$ cat src/rtl/mod_n_counter.sv
// Modulo-N up/down counter with load, saturate mode and cascade outputs.
// State updates on the falling edge of clk; reset is synchronous.
module mod_n_counter #(
   parameter int WIDTH   = 3,
   parameter int MODULUS = 8
) (
   input  logic             clk,
   input  logic             rst,
   input  logic             en,
   input  logic             up,
   input  logic             load,
   input  logic [WIDTH-1:0] load_val,
   input  logic             sat,
   output logic [WIDTH-1:0] out,
   output logic             tc,
   output logic             wrap
);

   localparam logic [WIDTH-1:0] MAXV = WIDTH'(MODULUS - 1);

   if (MODULUS < 2 || MODULUS > (1 << WIDTH)) begin : g_bad_modulus
      $error("mod_n_counter: MODULUS must satisfy 2 <= MODULUS <= 2**WIDTH");
   end

   logic at_top;
   logic at_bot;
   logic at_bnd;

   assign at_top = (out == MAXV);
   assign at_bot = (out == '0);
   assign at_bnd = up ? at_top : at_bot;
   assign tc     = en & at_bnd;

   // Wrap targets are explicit so MODULUS == 2**WIDTH needs no overflow
   always_ff @(negedge clk) begin
      if (rst) begin
         out  <= '0;
         wrap <= 1'b0;
      end else if (load) begin
         out  <= (load_val > MAXV) ? MAXV : load_val;
         wrap <= 1'b0;
      end else if (en) begin
         wrap <= at_bnd & ~sat;
         if (at_bnd) begin
            if (!sat)
               out <= up ? '0 : MAXV;
         end else begin
            out <= up ? out + WIDTH'(1) : out - WIDTH'(1);
         end
      end else begin
         wrap <= 1'b0;
      end
   end

endmodule

$ cat config.mk
export PLATFORM = sky130hd
export DESIGN_NAME = mod_n_counter
export DESIGN_NICKNAME = d
export VERILOG_FILES = /design/src/rtl/mod_n_counter.sv
export SDC_FILE = /design/constraint.sdc
export NUM_CORES = 1
export LEC_CHECK = 0
export BUFFER_PORTS_ARGS = -buffer_cell sky130_fd_sc_hd__buf_2
export CAP_MARGIN = 20
export CORE_AREA = 4 4 41 43
export DETAILED_ROUTE_END_ITERATION = 10
export DIE_AREA = 0 0 45 47
export PLACE_DENSITY = 0.51
export SYNTH_ARGS = -nofsm -noshare
export SYNTH_HDL_FRONTEND = slang
export SYNTH_SLANG_ARGS = --single-unit
$ cat constraint.sdc
create_clock -name clk -period 2.1 [get_ports clk]
set_clock_uncertainty 0.05 [all_clocks]
set_input_delay 0.21 -clock clk [delete_from_list [all_inputs] [get_ports clk]]
set_output_delay 0.21 -clock clk [all_outputs]
set_load 0.02 [all_outputs]
==> results by group, run 1 <==
Clock tree
  – H-tree lvl count: 1
  – Clock Pin Slew Worst Setup and Hold Paths: around 0.040 ns
  – Number of CTS-inserted buffers: 3
  – Worst-Skew Late Latency: about 0.30 ns
  – Max Root-Sink Buffers: 2
  – Sink Count: 4
  – Hold Buf Count CTS: 0
  – CTS tree: yes
  – Clk Tree Root Cell: clkbuf_4

GRT
  – First-pass GRT wire length: between 1.5 and 2 mm
  – Vias in the first global route: roughly 490
  – GRT Util Overall: 0.130
  – Congestion Overflow GR: 0
  – Antenna violations before repair: 0
  – Pin count of the biggest net entering global routing: 7

Worst setup path
  – CP startpoint: up
  – Reg-to-Reg Start: out[1]$_SDFFE_NP0P_
  – Data required time of the worst path: 1.19 ns
  – Worst setup path end: out[1]$_SDFFE_NP0P_
  – Worst r2r path cells: 8
  – Crit. End Element: register
  – Crit path launch type: input port
  – R2r endpoint: out[2]$_SDFFE_NP0P_
  – WP data arrival: about 1.8 ns
  – Reg2reg setup slack: approximately 0.010 ns
  – CP Max Fanout: 4
  – Worst setup path class: in2reg

Outcome
  – Failing checks: setup timing
  – Outcome: finished with violations

Power and ir drop
  – Pint: approximately 240 µW
  – Combinational Power Share: 0.415
  – Total power: 370 µW
  – Sw Pwr: between 100 and 150 µW
  – Sequential Power Share: 0.238
  – IR drop worst, VDD: ~0.00031 V
  – Net Sw Frac: 0.342
  – Pwr/cell area: between 500 and 600 mW/mm²
  – Clock Power Share: 0.347
  – Leakage power: about 0.33 nW

Synthesis
  – Post-Syn Nets: just over 50
  – Largest family of logic cells by synthesized area: compound AO/OA/AOI/OAI gates
  – Post-Synthesis Cells: between 40 and 50
  – Mux share of post-synthesis cell area: 0
  – Post-synth cell types: 27
  – Synthesized cell area: between 300 and 400 µm²
  – Xor and xnor area share after synthesis: 0.0245
  – Post-Synth Simple-Gate Area: 0.234
  – Post-Synth Adder-Cell Area: 0.0559
  – Post-synthesis register bit count: 4
  – Post-synthesis sequential area ratio: 0.224
  – Compound-gate portion of the synthesized area: 0.343
  – Avg Inst Size Synth: 8.73 µm²
  – YS warnings: 0

Route
  – Total routed wirelength: ~1.2 mm
  – Initial drt markers: 6
  – Drt wl/cell: roughly 13 µm
  – DR pass1 iterations: 4
  – Routed Antenna Nets: 0
  – Drt via density: 4.91
  – Vias: 452
  – Drc violations: 0

Place
  – Pre-CTS WS: -0.636 ns
  – Area post-placement: 536 µm²
  – I/O Buffers: 13
  – Post-placement cell count: a little under 80
  – Dpl hpwl: between 700 and 800 µm
  – GPL Wtd Cong: 0.754

Floorplan
  – Row count: 13
  – Initial Util: 0.275
  – Die span in x: roughly 45 µm
  – Die area: 0.00212 mm²
  – Core ar.: about 0.0013 mm²
  – Die height: ~47 µm
  – Io pins: 14

STA
  – Worst setup margin: -0.626 ns
  – Fin. Hold Viols: 0
  – Final setup viols: 8
  – Final Max Tran Viols: 0
  – WHS: 0.638 ns
  – Worst Tran Pin Value: between 0.3 and 0.4 ns
  – RSZ-0062 raised after global routing: yes
  – Worst slew margin: 0.772

Final layout
  – Cell Count, Final, Fillers Out: 92
  – Area added between synthesis and finish: 87.1%
  – Filler cells: roughly 130
  – Commonest cells after routing, fill and taps aside: 15 x buf_4, 9 x inv_1, 9 x buf_2
  – ANT cells: 0
  – Share of layout cells above drive strength 1: 0.636
  – Final net count: between 80 and 90
  – Design area: about 670 µm²
  – Most common cell after layout, fill and taps aside: buf_4

Hold path
  – Worst min path class: reg2reg

Flow run
  – Max-cap viol count: 0
==> what timing repair did <==
action / 4_1_cts / 5_1_grt
resized for setup: 16 / 1
setup buffers: 6 / 1
setup endpoints to repair: 8 / 8
pin swaps: 4 / 2
==> metal layers <==
metal | wire (µm) | track usage | up-vias
met2 | 664 | 0.232 | 12
met1 | 446 | 0.132 | 214
met4 | 0 | 0.0468 | 0
met3 | 57 | 0.0651 | 0
met5 | 0 | 0 | -
li1 | - | - | 226
==> cells by family after synthesis <==
kind of cell    Yosys count
fa+ha+maj                 1
buf+inv                   9
flops                     4
simple gates             12
compound gates           14
xor+xnor                  1
==> synthesized netlist by cell type, drive strengths merged <==
master   count  area (µm²)
inv          7        26.3
dfxtp        4        80.1
a21oi        3        26.3
o21ai        3        15.0
a2111oi      2        30.0
buf          2        16.3
nor2         2        7.51
a211o        1        8.76
a211oi       1        7.51
a221oi       1        8.76
a311oi       1        8.76
and3b        1        10.0
fa           1        20.0
nand2        1        3.75
nand3        1        5.00
nand3b       1        7.51
nand4        1        6.26
nand4bb      1        11.3
nor3         1        5.00
nor4b        1        8.76
o211a        1        10.0
o21bai       1        7.51
or3          1        7.51
or4          1        11.3
xor2         1        8.76
==> worst min path at each step <==
stage                        startpoint                  end  slack [ns]  cells after the start
floorplan                            en                   tc        0.57                      2
global placement    out[0]$_SDFFE_NP0P_  out[0]$_SDFFE_NP0P_        0.65                      3
detailed placement  out[0]$_SDFFE_NP0P_  out[0]$_SDFFE_NP0P_        0.64                      3
CTS                 out[1]$_SDFFE_NP0P_      wrap$_SDFF_NP0_        0.65                      3
global route        out[1]$_SDFFE_NP0P_      wrap$_SDFF_NP0_        0.67                      3
finish              out[1]$_SDFFE_NP0P_      wrap$_SDFF_NP0_        0.64                      3
==> worst max-delay path, cell delays in order <==
cell	delay, ns
buf_2	0.11
buf_4	0.13
or4_4	0.55
buf_4	0.15
buf_6	0.11
a21oi_4	0.17
a2111oi_2	0.09
a2111oi_2	0.29
==> power groups by stage <==
stage | Combinational (mW) | Sequential, mW | Clock [mW]
2_1_floorplan | 0.0668 | 0.0973 | 0.0148
3_3_place_gp | 0.118 | 0.0885 | 0.0148
3_5_place_dp | 0.119 | 0.0882 | 0.0148
4_1_cts | 0.150 | 0.0881 | 0.134
5_1_grt | 0.167 | 0.0882 | 0.146
6_report | 0.154 | 0.0881 | 0.128
==> flip-flops by register name, indices dropped and copies added, names as in the netlist <==
| name | flops |
|---|---|
| wrap | 1 |
| out | 3 |
==> metrics by stage <==
step | TNS, ns | utilization
after floorplan | -2.21 | -
after global placement | -2.52 | 0.412
after detailed placement | -2.56 | 0.412
after CTS | -2.72 | 0.506
after global routing | -3.16 | 0.514
final | -2.83 | 0.514
==> final cells by class <==
class	instances	area, µm²	area share
tap	15	18.8	0.0280
timing repair buffer	32	248	0.370
inverter	6	22.5	0.0336
clock buffer	3	22.5	0.0336
sequential	4	83.8	0.125
clock inverter	4	15.0	0.0224
multi-input combinational	28	259	0.387
No activity file was read; power rests on OpenSTA's default activity.
==> inputs of run 2 (changes only) <==
Clock period 2.1 ns to 3.4 ns, I/O delays scaled along.
==> results by group, run 2 (synthesis gave the netlist of run 1 again) <==
Outcome
  – Outcome: finished with violations
  – Failing checks: setup timing

Route
  – Drt via density: between 4 and 5
  – DR pass1 iterations: 1
  – Drc violations: 0
  – Drt wl/cell: 10.8 µm
  – Initial drt markers: 0
  – Vias: 400
  – Total routed wirelength: roughly 930 µm
  – Routed Antenna Nets: 0

Place
  – I/O Buffers: 13
  – GPL Wtd Cong: ~0.75
  – Post-placement cell count: 75
  – Dpl hpwl: roughly 750 µm
  – Area post-placement: between 400 and 500 µm²

STA
  – Setup_tns: -0.418 ns
  – Worst Tran Pin Value: around 0.27 ns
  – Worst setup margin: -0.179 ns
  – RSZ-0062 raised after global routing: yes
  – Final Max Tran Viols: 0
  – Worst slew margin: 0.817
  – Final setup viols: 3
  – Fin. Hold Viols: 0

Clock tree
  – Max Root-Sink Buffers: 2
  – Clk Tree Root Cell: clkbuf_4
  – Clock Pin Slew Worst Setup and Hold Paths: 0.03 ns
  – Number of CTS-inserted buffers: 3
  – Sink Count: 4
  – Worst-Skew Late Latency: about 0.28 ns
  – H-tree lvl count: 1
  – Hold Buf Count CTS: 0
  – CTS tree: yes

Final layout
  – Final net count: a little over 80
  – Commonest cells after routing, fill and taps aside: 11 x buf_2, 10 x inv_1, 9 x buf_4
  – Share of layout cells above drive strength 1: 0.535
  – Design area: 614 µm²
  – Cell Count, Final, Fillers Out: 86
  – Max reg flops: 3
  – Final design utilization: 0.472
  – ANT cells: 0
  – Largest Register: out
  – Biggest regs: out x3, wrap x1
  – Most common cell after layout, fill and taps aside: buf_2
  – Filler cells: 135
  – Area added between synthesis and finish: 71.7%

Worst setup path
  – Reg2reg setup slack: about 1.5 ns
  – Data required time of the worst path: approximately 3.0 ns
  – R2r endpoint: out[1]$_SDFFE_NP0P_
  – Crit path launch type: register
  – WP data arrival: 3.19 ns
  – CP Max Fanout: 2
  – Worst setup path end: tc
  – Reg-to-Reg Start: out[0]$_SDFFE_NP0P_
  – CP startpoint: out[1]$_SDFFE_NP0P_
  – Crit. End Element: primary output
  – Worst setup path class: reg2out
  – Worst r2r path cells: 7

Floorplan
  – Die area: 0.00212 mm²
  – Row count: 13
  – Io pins: 14
  – Initial Util: 0.275
  – Die span in x: between 40 and 50 µm
  – Die height: between 40 and 50 µm
  – Core ar.: between 0.001 and 0.0015 mm²

Power and ir drop
  – Total power: 213 µW
  – Leakage power: approximately 0.29 nW
  – Pwr/cell area: roughly 350 mW/mm²
  – IR drop worst, VDD: roughly 0.00018 V

GRT
  – First-pass GRT wire length: ~1.6 mm
  – Vias in the first global route: approximately 410
  – Antenna violations before repair: 0
  – Congestion Overflow GR: 0
  – GRT Util Overall: 0.104
  – Pin count of the biggest net entering global routing: 10

Flow run
  – Max-cap viol count: 0

Hold path
  – Worst min path class: reg2reg
run 2: cell types whose count changed in the layout (fill, tap and decap cells not counted):
cell	previous run	this run
inv_2	1	0
nor4b_1	0	1
o21ai_0	1	2
buf_6	8	6
buf_2	9	11
a2111oi_4	0	1
o21ai_1	1	0
dfxtp_2	3	0
buf_4	15	9
nor4b_2	1	0
a2111oi_2	2	1
dfxtp_1	1	4
inv_1	9	10
run 2: area by class of cell:
cell class	count	area, µm²	share of cell area
clock inverter	4	15.0	0.0244
clock buffer	3	22.5	0.0367
sequential	4	80.1	0.130
timing repair buffer	26	190	0.310
tap	15	18.8	0.0305
inverter	6	22.5	0.0367
multi-input combinational	28	265	0.432
run 2: per-stage QoR:
step	hold slack [ns]	setup slack, ns
3_5_place_dp	0.679	-0.0937
5_1_grt	0.744	-0.221
2_1_floorplan	0.617	-0.0615
3_3_place_gp	0.676	-0.0871
6_report	0.678	-0.179
4_1_cts	0.684	-0.190
run 2: what timing repair did:
action	in CTS	in global routing
gates resized for setup	3	6
buffers inserted	1	4
pin swaps	2	4
setup endpoints to repair	1	3
run 2: worst min path at each step:
| stage | cells after the start | slack (ns) | end | startpoint |
|---|---|---|---|---|
| after floorplan | 2 | 0.62 | out[0]$_SDFFE_NP0P_ | out[0]$_SDFFE_NP0P_ |
| after global placement | 3 | 0.68 | out[2]$_SDFFE_NP0P_ | out[2]$_SDFFE_NP0P_ |
| after detailed placement | 3 | 0.68 | out[2]$_SDFFE_NP0P_ | out[2]$_SDFFE_NP0P_ |
| after CTS | 3 | 0.68 | out[2]$_SDFFE_NP0P_ | out[2]$_SDFFE_NP0P_ |
| after global routing | 3 | 0.74 | out[2]$_SDFFE_NP0P_ | out[2]$_SDFFE_NP0P_ |
| final | 3 | 0.68 | out[2]$_SDFFE_NP0P_ | out[2]$_SDFFE_NP0P_ |
run 2: metal layers:
metal  track usage  share of wire  routed length, µm
met5             0              0                  0
met3        0.0383          0.028                 26
met1         0.121           0.46                425
met4        0.0234              0                  0
met2         0.184           0.52                481
run 2: where the power goes:
part           switching [mW]  internal (mW)  total, mW
registers             0.00168         0.0508     0.0525
clock network          0.0273         0.0459     0.0732
logic                  0.0414         0.0462     0.0875
total                  0.0703          0.143      0.213
run 2: critical path, cell delays in order, from the launching register on:
cell and delay, ns:
dfxtp_1 0.30, or4_4 0.52, buf_6 0.14, a21oi_4 0.12
buf_6 0.13
==> inputs of run 3 (changes only) <==
Settings changed: CAP_MARGIN 20 to 25, CTS_BUF_LIST from default to sky130_fd_sc_hd__clkbuf_8.
==> results by group, run 3 (synthesis gave the netlist of run 1 again) <==
Outcome
  – Outcome: finished with violations
  – Failing checks: setup timing

Worst setup path
  – CP dominant cell by count: buf_6
  – Worst setup path end: tc
  – Reg-to-Reg Start: out[0]$_SDFFE_NP0P_
  – R2r endpoint: out[1]$_SDFFE_NP0P_
  – Top Family by Delay on Critical Path: simple AND/OR/NAND/NOR gates
  – Critical-path cell list: or4_4, buf_6, a21oi_4, buf_6
  – CP Max Fanout: 2
  – CP startpoint: out[1]$_SDFFE_NP0P_
  – Critical path depth: 4
  – CP max stage cell: or4_4
  – Worst r2r path cells: 7
  – Data required time of the worst path: around 3.0 ns
  – Crit path launch type: register
  – WP data arrival: 3.18 ns
  – Slowest stage delay, CP: approximately 0.52 ns
  – Crit. End Element: primary output
  – Worst setup path class: reg2out
  – Worst Path Buf+Inv: 2
  – Reg2reg setup slack: 1.45 ns

GRT
  – Congestion Overflow GR: 0
  – Antenna violations before repair: 0
  – GRT Util Overall: 0.108
  – First-pass GRT wire length: between 1.5 and 2 mm
  – Pin count of the biggest net entering global routing: 10
  – Vias in the first global route: around 420

Place
  – Area post-placement: between 400 and 500 µm²
  – Dpl hpwl: 747 µm
  – Post-placement cell count: 75
  – GPL Wtd Cong: about 0.75
  – I/O Buffers: 13

Clock tree
  – CTS tree: yes
  – Max Root-Sink Buffers: 2
  – Hold Buf Count CTS: 0
  – H-tree lvl count: 1
  – Clock Pin Slew Worst Setup and Hold Paths: around 0.030 ns
  – Sink Count: 4
  – Worst-Skew Late Latency: between 0.2 and 0.3 ns
  – Clk Tree Root Cell: clkbuf_8
  – Number of CTS-inserted buffers: 3

Final layout
  – Area added between synthesis and finish: 76.9%
  – ANT cells: 0
  – Cell Count, Final, Fillers Out: 86
  – Design area: 633 µm²
  – Biggest regs: out x3, wrap x1
  – Share of layout cells above drive strength 1: 0.535
  – Commonest cells after routing, fill and taps aside: 11 x buf_2, 10 x inv_1, 9 x buf_4
  – Max reg flops: 3
  – Most common cell after layout, fill and taps aside: buf_2
  – Largest Register: out
  – Final net count: 83

Power and ir drop
  – Leakage power: 0.303 nW
  – Pwr/cell area: between 400 and 500 mW/mm²
  – Total power: 256 µW
  – IR drop worst, VDD: about 0.00022 V

Route
  – Max layer used: met3
  – Drc violations: 0
  – Drt via density: 4.69
  – DR pass1 iterations: 1
  – Vias: 403
  – Met1 wire length: 425 µm
  – WL met3: approximately 35 µm
  – Drt wl/cell: around 11 µm
  – Met2 wire len: between 500 and 600 µm
  – Initial drt markers: 0
  – Total routed wirelength: roughly 960 µm
  – Routed Antenna Nets: 0

STA
  – Setup_tns: -0.422 ns
  – Fin. Hold Viols: 0
  – Worst Tran Pin Value: 0.278 ns
  – Worst slew margin: 0.814
  – Final Max Tran Viols: 0
  – RSZ-0062 raised after global routing: yes
  – Worst setup margin: -0.172 ns
  – Final setup viols: 3

Hold path
  – Worst min path class: reg2reg
  – Hold path start: out[2]$_SDFFE_NP0P_

Floorplan
  – Die span in x: roughly 45 µm
  – Row count: 13
  – Io pins: 14
  – Die area: roughly 0.0021 mm²
  – Core ar.: between 0.001 and 0.0015 mm²
  – Initial Util: 0.275
  – Die height: between 40 and 50 µm

Flow run
  – Max-cap viol count: 0
==> run 3: stage by stage <==
step | worst slack (ns) | hold WS, ns | utilization
after detailed placement | -0.0937 | 0.679 | 0.384
final | -0.172 | 0.684 | 0.487
after floorplan | -0.0615 | 0.617 | -
after CTS | -0.180 | 0.684 | 0.438
after global placement | -0.0871 | 0.676 | 0.384
after global routing | -0.212 | 0.744 | 0.487
==> run 3: worst min-delay path by stage <==
stage / endpoint / slack (ns) / cells after the start
floorplan: out[0]$_SDFFE_NP0P_ / 0.62 / 2
global placement: out[2]$_SDFFE_NP0P_ / 0.68 / 3
detailed placement: out[2]$_SDFFE_NP0P_ / 0.68 / 3
CTS: out[2]$_SDFFE_NP0P_ / 0.68 / 3
global route: out[2]$_SDFFE_NP0P_ / 0.74 / 3
finish: out[2]$_SDFFE_NP0P_ / 0.68 / 3
==> run 3: cell type report <==
cell class | instances | area, µm²
multi-input cells | 28 | 265
clock inverters | 4 | 15.0
repair buffers | 26 | 190
flip-flops and latches | 4 | 80.1
well taps | 15 | 18.8
fillers | 132 | 668
inverters | 6 | 22.5
clock buffers | 3 | 41.3
==> run 3: tightest hold or removal path: stages, from the launching register on <==
cell	delay, ns
dfxtp_1	0.30
buf_4	0.16
a21oi_1	0.14
a221oi_1	0.08
==> run 3: repair_timing <==
| item | in CTS | in global routing |
|---|---|---|
| endpoints found under the setup margin | 1 | 3 |
| buffers inserted | 1 | 4 |
| pin swaps | 2 | 4 |
| resized for setup | 3 | 6 |
==> run 3: where the power goes <==
group / switching [mW] / leakage (nW) / internal (mW) / total, mW
Sequential: 0.00168 / 0.0331 / 0.0508 / 0.0525
Clock: 0.0342 / 0.0429 / 0.0821 / 0.116
Combinational: 0.0414 / 0.227 / 0.0462 / 0.0876
Total: 0.0773 / 0.303 / 0.179 / 0.256
==> run 3: per-layer routing <==
metal,up-vias,global-route usage
met2,7,0.184
met3,0,0.0383
met5,-,0
li1,214,-
met1,182,0.121
met4,0,0.0468
